### config.mk
export PLATFORM = sky130hd
export DESIGN_NAME = multicycle_cu_flat
export DESIGN_NICKNAME = d
export VERILOG_FILES = /design/src/rtl/multicycle_cu_if.sv /design/src/rtl/multicycle_cu.sv /design/src/flat_wrapper.sv
export SDC_FILE = /design/constraint.sdc
export NUM_CORES = 1
export LEC_CHECK = 0
export CORE_MARGIN = 3
export CORE_UTILIZATION = 49
export DETAILED_ROUTE_END_ITERATION = 10
export PLACE_DENSITY = 0.8
export SLEW_MARGIN = 20
export SYNTH_ARGS = -nofsm -noshare
export SYNTH_HDL_FRONTEND = slang
export SYNTH_SLANG_ARGS = --single-unit
export TNS_END_PERCENT = 30
### constraint.sdc
create_clock -name clk -period 2.8 [get_ports clk]
set_input_delay 0.28 -clock clk [delete_from_list [all_inputs] [get_ports clk]]
set_output_delay 0.28 -clock clk [all_outputs]
set_load 0.01 [all_outputs]
### src/rtl/multicycle_cu_if.sv
// rtl/multicycle_cu_if.sv - datapath-side signal bundle for multicycle_cu
// The illegal line exists only when CU_ILLEGAL_TRAP_EN is defined.
interface multicycle_cu_if #(
    parameter int RET_W = 16
);
    logic [10:0]      opcode;
    logic             zero;
    logic             mem_ready;
    logic             pc_wr;
    logic             ir_wr;
    logic             reg2loc;
    logic             alu_src;
    logic             mem_to_reg;
    logic             reg_wr;
    logic             mem_rd;
    logic             mem_wr;
    logic             pc_src;
    logic [1:0]       seu;
    logic [2:0]       alu_op;
    logic [2:0]       state;
    logic             mem_err;
    logic [RET_W-1:0] retired;
`ifdef CU_ILLEGAL_TRAP_EN
    logic             illegal;
`endif

    modport master (
`ifdef CU_ILLEGAL_TRAP_EN
        output illegal,
`endif
        input  opcode, zero, mem_ready,
        output pc_wr, ir_wr, reg2loc, alu_src, mem_to_reg, reg_wr, mem_rd, mem_wr,
        output pc_src, seu, alu_op, state, mem_err, retired
    );

    modport slave (
`ifdef CU_ILLEGAL_TRAP_EN
        input  illegal,
`endif
        output opcode, zero, mem_ready,
        input  pc_wr, ir_wr, reg2loc, alu_src, mem_to_reg, reg_wr, mem_rd, mem_wr,
        input  pc_src, seu, alu_op, state, mem_err, retired
    );
endinterface

### src/rtl/multicycle_cu.sv
// rtl/multicycle_cu.sv - multicycle LEGv8 control unit with memory-wait timeout and retire counter
// Optional CU_ILLEGAL_TRAP_EN: illegal opcodes park the FSM in TRAP instead of being skipped.
module multicycle_cu #(
    parameter int MAX_WAIT = 8,
    parameter int RET_W    = 16
) (
    input logic             clk,
    input logic             reset,
    multicycle_cu_if.master bus
);
    typedef enum logic [2:0] {
        S_FETCH = 3'd0, S_DECODE = 3'd1, S_EXEC = 3'd2, S_MEM = 3'd3, S_WB = 3'd4, S_TRAP = 3'd5
    } state_t;

    typedef enum logic [3:0] {
        C_ILL, C_ADD, C_SUB, C_AND, C_ORR, C_ADDI, C_SUBI, C_ANDI, C_ORRI,
        C_LDUR, C_STUR, C_B, C_CBZ, C_CBNZ
    } cls_t;

    localparam logic [7:0] WAIT_LAST = 8'(MAX_WAIT - 1);

    state_t           state_q, state_d;
    cls_t             cls_q, cls_d, dec_cls;
    logic [7:0]       wait_q, wait_d;
    logic [RET_W-1:0] retired_q, retired_d;
    logic             timeout;
    logic             pc_wr, ir_wr, reg2loc, alu_src, mem_to_reg, reg_wr, mem_rd, mem_wr, pc_src;
    logic             mem_err, illegal;
    logic [1:0]       seu;
    logic [2:0]       alu_op;

    always_comb begin
        dec_cls = C_ILL;
        casez (bus.opcode)
            11'b10001011000: dec_cls = C_ADD;
            11'b11001011000: dec_cls = C_SUB;
            11'b10001010000: dec_cls = C_AND;
            11'b10101010000: dec_cls = C_ORR;
            11'b1001000100?: dec_cls = C_ADDI;
            11'b1101000100?: dec_cls = C_SUBI;
            11'b1001001000?: dec_cls = C_ANDI;
            11'b1011001000?: dec_cls = C_ORRI;
            11'b11111000010: dec_cls = C_LDUR;
            11'b11111000000: dec_cls = C_STUR;
            11'b000101?????: dec_cls = C_B;
            11'b10110100???: dec_cls = C_CBZ;
            11'b10110101???: dec_cls = C_CBNZ;
            default:         dec_cls = C_ILL;
        endcase
    end

    // Ready in the last allowed wait cycle still completes; only a missing ready times out.
    assign timeout = (wait_q == WAIT_LAST) && !bus.mem_ready;

    always_comb begin
        state_d    = state_q;
        cls_d      = cls_q;
        wait_d     = '0;
        pc_wr      = 1'b0;
        ir_wr      = 1'b0;
        reg2loc    = 1'b0;
        alu_src    = 1'b0;
        mem_to_reg = 1'b0;
        reg_wr     = 1'b0;
        mem_rd     = 1'b0;
        mem_wr     = 1'b0;
        pc_src     = 1'b0;
        mem_err    = 1'b0;
        illegal    = 1'b0;
        seu        = 2'b00;
        alu_op     = 3'b000;
        case (state_q)
            S_FETCH: begin
                mem_rd = 1'b1;
                if (bus.mem_ready) begin
                    ir_wr   = 1'b1;
                    state_d = S_DECODE;
                end else if (timeout) begin
                    mem_err = 1'b1;
                end else begin
                    wait_d = wait_q + 8'd1;
                end
            end
            S_DECODE: begin
                cls_d   = dec_cls;
                state_d = S_EXEC;
                if (dec_cls == C_ILL) begin
`ifdef CU_ILLEGAL_TRAP_EN
                    state_d = S_TRAP;
`else
                    pc_wr   = 1'b1;
                    state_d = S_FETCH;
`endif
                end
            end
            S_EXEC: begin
                state_d = S_WB;
                case (cls_q)
                    C_ADD:  alu_op = 3'b000;
                    C_SUB:  alu_op = 3'b001;
                    C_AND:  alu_op = 3'b010;
                    C_ORR:  alu_op = 3'b011;
                    C_ADDI: alu_src = 1'b1;
                    C_SUBI: begin alu_src = 1'b1; alu_op = 3'b001; end
                    C_ANDI: begin alu_src = 1'b1; alu_op = 3'b010; end
                    C_ORRI: begin alu_src = 1'b1; alu_op = 3'b011; end
                    C_LDUR: begin alu_src = 1'b1; seu = 2'b01; state_d = S_MEM; end
                    C_STUR: begin
                        alu_src = 1'b1; seu = 2'b01; reg2loc = 1'b1; state_d = S_MEM;
                    end
                    C_B: begin seu = 2'b10; pc_src = 1'b1; pc_wr = 1'b1; state_d = S_FETCH; end
                    C_CBZ, C_CBNZ: begin
                        reg2loc = 1'b1;
                        seu     = 2'b11;
                        alu_op  = 3'b100;
                        pc_wr   = 1'b1;
                        pc_src  = (cls_q == C_CBZ) ? bus.zero : !bus.zero;
                        state_d = S_FETCH;
                    end
                    default: state_d = S_FETCH;
                endcase
            end
            S_MEM: begin
                mem_rd = (cls_q == C_LDUR);
                mem_wr = (cls_q == C_STUR);
                if (bus.mem_ready) begin
                    if (cls_q == C_STUR) begin
                        pc_wr   = 1'b1;
                        state_d = S_FETCH;
                    end else begin
                        state_d = S_WB;
                    end
                end else if (timeout) begin
                    mem_err = 1'b1;
                    state_d = S_FETCH;
                end else begin
                    wait_d = wait_q + 8'd1;
                end
            end
            S_WB: begin
                reg_wr     = 1'b1;
                pc_wr      = 1'b1;
                mem_to_reg = (cls_q == C_LDUR);
                state_d    = S_FETCH;
            end
`ifdef CU_ILLEGAL_TRAP_EN
            S_TRAP: illegal = 1'b1;
`endif
            default: state_d = S_FETCH;
        endcase
        // While reset is held only the FETCH read request may be visible.
        if (reset) begin
            pc_wr   = 1'b0;
            ir_wr   = 1'b0;
            reg_wr  = 1'b0;
            mem_err = 1'b0;
            illegal = 1'b0;
        end
        retired_d = retired_q + {{(RET_W-1){1'b0}}, pc_wr};
    end

    always_ff @(posedge clk or posedge reset) begin
        if (reset) begin
            state_q   <= S_FETCH;
            cls_q     <= C_ILL;
            wait_q    <= '0;
            retired_q <= '0;
        end else begin
            state_q   <= state_d;
            cls_q     <= cls_d;
            wait_q    <= wait_d;
            retired_q <= retired_d;
        end
    end

    assign bus.pc_wr      = pc_wr;
    assign bus.ir_wr      = ir_wr;
    assign bus.reg2loc    = reg2loc;
    assign bus.alu_src    = alu_src;
    assign bus.mem_to_reg = mem_to_reg;
    assign bus.reg_wr     = reg_wr;
    assign bus.mem_rd     = mem_rd;
    assign bus.mem_wr     = mem_wr;
    assign bus.pc_src     = pc_src;
    assign bus.seu        = seu;
    assign bus.alu_op     = alu_op;
    assign bus.state      = state_q;
    assign bus.mem_err    = mem_err;
    assign bus.retired    = retired_q;
`ifdef CU_ILLEGAL_TRAP_EN
    assign bus.illegal    = illegal;
`else
    logic unused_illegal;
    assign unused_illegal = illegal;
`endif
endmodule
### src/flat_wrapper.sv
// flat-port wrapper written by rule: the top's interface ports become plain ports
module multicycle_cu_flat 
#(
    parameter int MAX_WAIT = 8,
    parameter int RET_W    = 16
)
  (clk, reset, bus_opcode, bus_zero, bus_mem_ready, bus_pc_wr, bus_ir_wr, bus_reg2loc, bus_alu_src, bus_mem_to_reg, bus_reg_wr, bus_mem_rd, bus_mem_wr, bus_pc_src, bus_seu, bus_alu_op, bus_state, bus_mem_err, bus_retired);
  multicycle_cu_if #(.RET_W(RET_W)) bus_i ();
  input logic clk;
  input logic reset;
  input wire logic [$bits(bus_i.opcode)-1:0] bus_opcode;
  input wire logic [$bits(bus_i.zero)-1:0] bus_zero;
  input wire logic [$bits(bus_i.mem_ready)-1:0] bus_mem_ready;
  output wire logic [$bits(bus_i.pc_wr)-1:0] bus_pc_wr;
  output wire logic [$bits(bus_i.ir_wr)-1:0] bus_ir_wr;
  output wire logic [$bits(bus_i.reg2loc)-1:0] bus_reg2loc;
  output wire logic [$bits(bus_i.alu_src)-1:0] bus_alu_src;
  output wire logic [$bits(bus_i.mem_to_reg)-1:0] bus_mem_to_reg;
  output wire logic [$bits(bus_i.reg_wr)-1:0] bus_reg_wr;
  output wire logic [$bits(bus_i.mem_rd)-1:0] bus_mem_rd;
  output wire logic [$bits(bus_i.mem_wr)-1:0] bus_mem_wr;
  output wire logic [$bits(bus_i.pc_src)-1:0] bus_pc_src;
  output wire logic [$bits(bus_i.seu)-1:0] bus_seu;
  output wire logic [$bits(bus_i.alu_op)-1:0] bus_alu_op;
  output wire logic [$bits(bus_i.state)-1:0] bus_state;
  output wire logic [$bits(bus_i.mem_err)-1:0] bus_mem_err;
  output wire logic [$bits(bus_i.retired)-1:0] bus_retired;
  assign bus_i.opcode = bus_opcode;
  assign bus_i.zero = bus_zero;
  assign bus_i.mem_ready = bus_mem_ready;
  assign bus_pc_wr = bus_i.pc_wr;
  assign bus_ir_wr = bus_i.ir_wr;
  assign bus_reg2loc = bus_i.reg2loc;
  assign bus_alu_src = bus_i.alu_src;
  assign bus_mem_to_reg = bus_i.mem_to_reg;
  assign bus_reg_wr = bus_i.reg_wr;
  assign bus_mem_rd = bus_i.mem_rd;
  assign bus_mem_wr = bus_i.mem_wr;
  assign bus_pc_src = bus_i.pc_src;
  assign bus_seu = bus_i.seu;
  assign bus_alu_op = bus_i.alu_op;
  assign bus_state = bus_i.state;
  assign bus_mem_err = bus_i.mem_err;
  assign bus_retired = bus_i.retired;
  multicycle_cu #(.MAX_WAIT(MAX_WAIT), .RET_W(RET_W)) u_core (.clk(clk), .reset(reset), .bus(bus_i));
endmodule
==> run_results.csv <==
group,metric,value,unit
logic_synthesis,syn_area,1940,µm²
placed_design,gp_congestion,0.942,
cells_and_area,final_common_cell,"clkdlybuf4s50_1",
run,drv_cap,0,
worst_setup_path,worstSetupPathType,"input port to flop",
detailed_routing,vias,1880,
worst_setup_path,crit_required,3.01,ns
sta,rsz0062_at_grt,"no",
floorplanning,initial_utilization,0.519,
logic_synthesis,synth_cell_types,53,
cells_and_area,n_antenna_cell,0,
run_status,status,"finished clean",
placed_design,io_buffers,48,
logic_synthesis,yosysTopAreaCellShare,0.399,
sta,setup_viol,0,
worst_setup_path,rr_startpoint,"u_core.bus.state[1]",
cells_and_area,layout.nets,301,
worst_setup_path,r2r_cells,10,
placed_design,dp_hpwl,3520,µm
sta,fin_tns_setup,0,ns
detailed_routing,routedWlPerCell,15.0,µm
sta,worst_pin_slew,0.398,ns
sta,layout_setup_ws,0.137,ns
sta,skew,0.00644,ns
cells_and_area,n_fill_cell,287,
clocking,numCtsBuffers,5,
logic_synthesis,synth-seq-area-share,0.399,
grt,gr-usage-all-layers,0.228,
worst_setup_path,crit_path_start,"bus_opcode[6]",
grt,grt_pass1_wl,8000,µm
clocking,htreeDepth,2,
pwr,irDropWorstVdd,0.376,mV
detailed_routing,vias_per_cell,5.66,
worst_setup_path,rrSetupSlack,0.34,ns
logic_synthesis,ys_seq_elements,31,
pwr,p_leak,0.00118,µW
logic_synthesis,syn_inst,218,
worst_setup_path,path_max_fanout,4,
clocking,cts_buffer_depth,2,
sta,final.min_clock_period,2.66,ns
logic_synthesis,ys.flop_type,"dfrtp_1",
worst_setup_path,crit_path_end_kind,"flop",
grt,grt_max_degree,32,
detailed_routing,ant_nets,0,
logic_synthesis,postSynthAreaPerCell,8.91,µm²
floorplanning,num_rows,22,
worst_setup_path,critPathArrivalTime,2.87,ns
detailed_routing,drt_pass1_iterations,4,
clocking,root_buffer,"clkbuf_8",
grt,grt_pass1_vias,1774,
logic_synthesis,syn_nets,236,
cells_and_area,final_util,0.740,
cells_and_area,finalNonFillerCells,332,
logic_synthesis,synth_edf_count,0,
worst_setup_path,rr_endpoint,"u_core.bus.retired[15]",
placed_design,dp.cells,324,
clocking,cts_tree,"yes",
floorplanning,dieArea,4750,µm²
worst_setup_path,crit_end,"u_core.bus.retired[15]",
detailed_routing,drt_wl_total,4980,µm
grt,antenna_found_initial,0,
pwr,p_per_area,495,nW/µm²
cells_and_area,drive_gt1_frac,0.158,
sta,hold-worst-slack,0.455,ns
sta,post-route-period-util,0.951,
worst_hold_path,min_path_type,"flop to flop",
sta,fmax,376,MHz
floorplanning,io_pins,49,
detailed_routing,drc,0,
floorplanning,core-area,3740,µm²
logic_synthesis,yosysTopAreaCell,"dfrtp_1",
logic_synthesis,yosysWarnings,0,
cells_and_area,layout_common_cells,"46 x clkdlybuf4s50_1, 31 x dfrtp_1, 28 x nor2_1",
sta,hold_violations,0,
worst_setup_path,critPathLaunchType,"input port",
placed_design,pre_cts_slack,-0.162,ns
clocking,clock_sinks,31,
sta,drv_slew,0,
floorplanning,die_height,69.0,µm
clocking,clk_latency,0.28,ns
clocking,path_clk_slew,0.07,ns
logic_synthesis,synthTopCellsByArea,"dfrtp_1 40%, xnor2_1 5.9%, nor2_1 5.6%",
detailed_routing,drt-initial-drc-count,119,
floorplanning,die_w,69.0,µm
logic_synthesis,async_flop_share,1.00,
grt,globalRoute.totalOverflow,0,
cells_and_area,area_growth,42.7,%
sta,slew_headroom,0.732,
## worst min-delay path by stage
stage	slack [ns]	to	depth (start not counted)	from
finish	0.46	u_core.wait_q[0]	1	u_core.wait_q[0]
global route	0.49	u_core.bus.retired[15]	1	u_core.bus.retired[15]
CTS	0.46	u_core.wait_q[0]	1	u_core.wait_q[0]
detailed placement	0.45	u_core.wait_q[0]	1	u_core.wait_q[0]
global placement	0.44	u_core.wait_q[0]	1	u_core.wait_q[0]
floorplan	0.39	u_core.bus.retired[0]	1	reset
## cell families after synthesis
logic type / after synthesis / synth area share
fa+ha+maj: 3 / 0.0193
compound gates: 37 / 0.133
simple gates: 106 / 0.300
buf+inv: 16 / 0.0354
flops: 31 / 0.399
xor+xnor: 24 / 0.108
mux: 1 / 0.00515
## worst max-delay path, cell delays in order
cell	delay, ns
clkdlybuf4s50_1	0.47
buf_4	0.16
nand4bb_1	0.21
o32ai_4	0.15
a211oi_2	0.31
nand2_1	0.11
a21oi_1	0.23
ha_1	0.22
buf_4	0.13
nand2_1	0.08
nor4_1	0.34
xor2_1	0.18
## power by group
group / leakage (µW) / switching (µW) / internal [µW]
Clock: 0.0000612 / 168 / 288
Combinational: 0.000712 / 159 / 186
Sequential: 0.000409 / 73.4 / 499
## stage by stage
| stage | power, µW | area, µm² |
|---|---|---|
| after floorplan | 741 | 1940 |
| after global placement | 909 | 2580 |
| after detailed placement | 914 | 2580 |
| after CTS | 1380 | 2720 |
| after global routing | 1440 | 2770 |
| final | 1370 | 2770 |
## routing by layer
| metal | part of all wire | track usage | vias to the layer above |
|---|---|---|---|
| li1 | - | - | 916 |
| met1 | 0.43 | 0.281 | 894 |
| met2 | 0.49 | 0.383 | 59 |
| met3 | 0.058 | 0.0616 | 11 |
| met4 | 0.021 | 0.0827 | 0 |
| met5 | 0 | 0 | - |
## Yosys cell counts, drive strengths merged (3+ instances only)
cell type   n
nand3      14
or2         4
nor4        3
inv         7
and3        6
xor2       11
o21a        4
a211oi      5
nand2      16
ha          3
nor3        7
clkbuf      7
a21oi       7
nor2       29
nand3b      3
o21ai       5
dfrtp      31
or3b        3
xnor2      13
nand2b      3
## flip-flops by register name (all words and copies together) (netlist names)
signal,count
u_core.bus.retired,16
u_core.wait_q,8
u_core.bus.state,3
u_core.cls_q,4
## repair_timing
item | CTS | global route
hold buffers | 0 | 0
pin swaps | 0 | 0
setup buffers | 0 | 0
endpoints found under the setup margin | 1 | 9
endpoints found under the hold margin | 0 | 0
gates resized for setup | 3 | 12
## layout make-up
cell class / count / area (µm²) / area share
multi-input combinational: 171 / 1160 / 0.420
sequential: 31 / 776 / 0.280
tap: 48 / 60.1 / 0.0217
inverter: 7 / 26.3 / 0.00948
clock inverter: 2 / 35.0 / 0.0126
timing repair buffer: 67 / 628 / 0.227
clock buffer: 6 / 82.6 / 0.0298
Power figures use the tool's default switching activity.
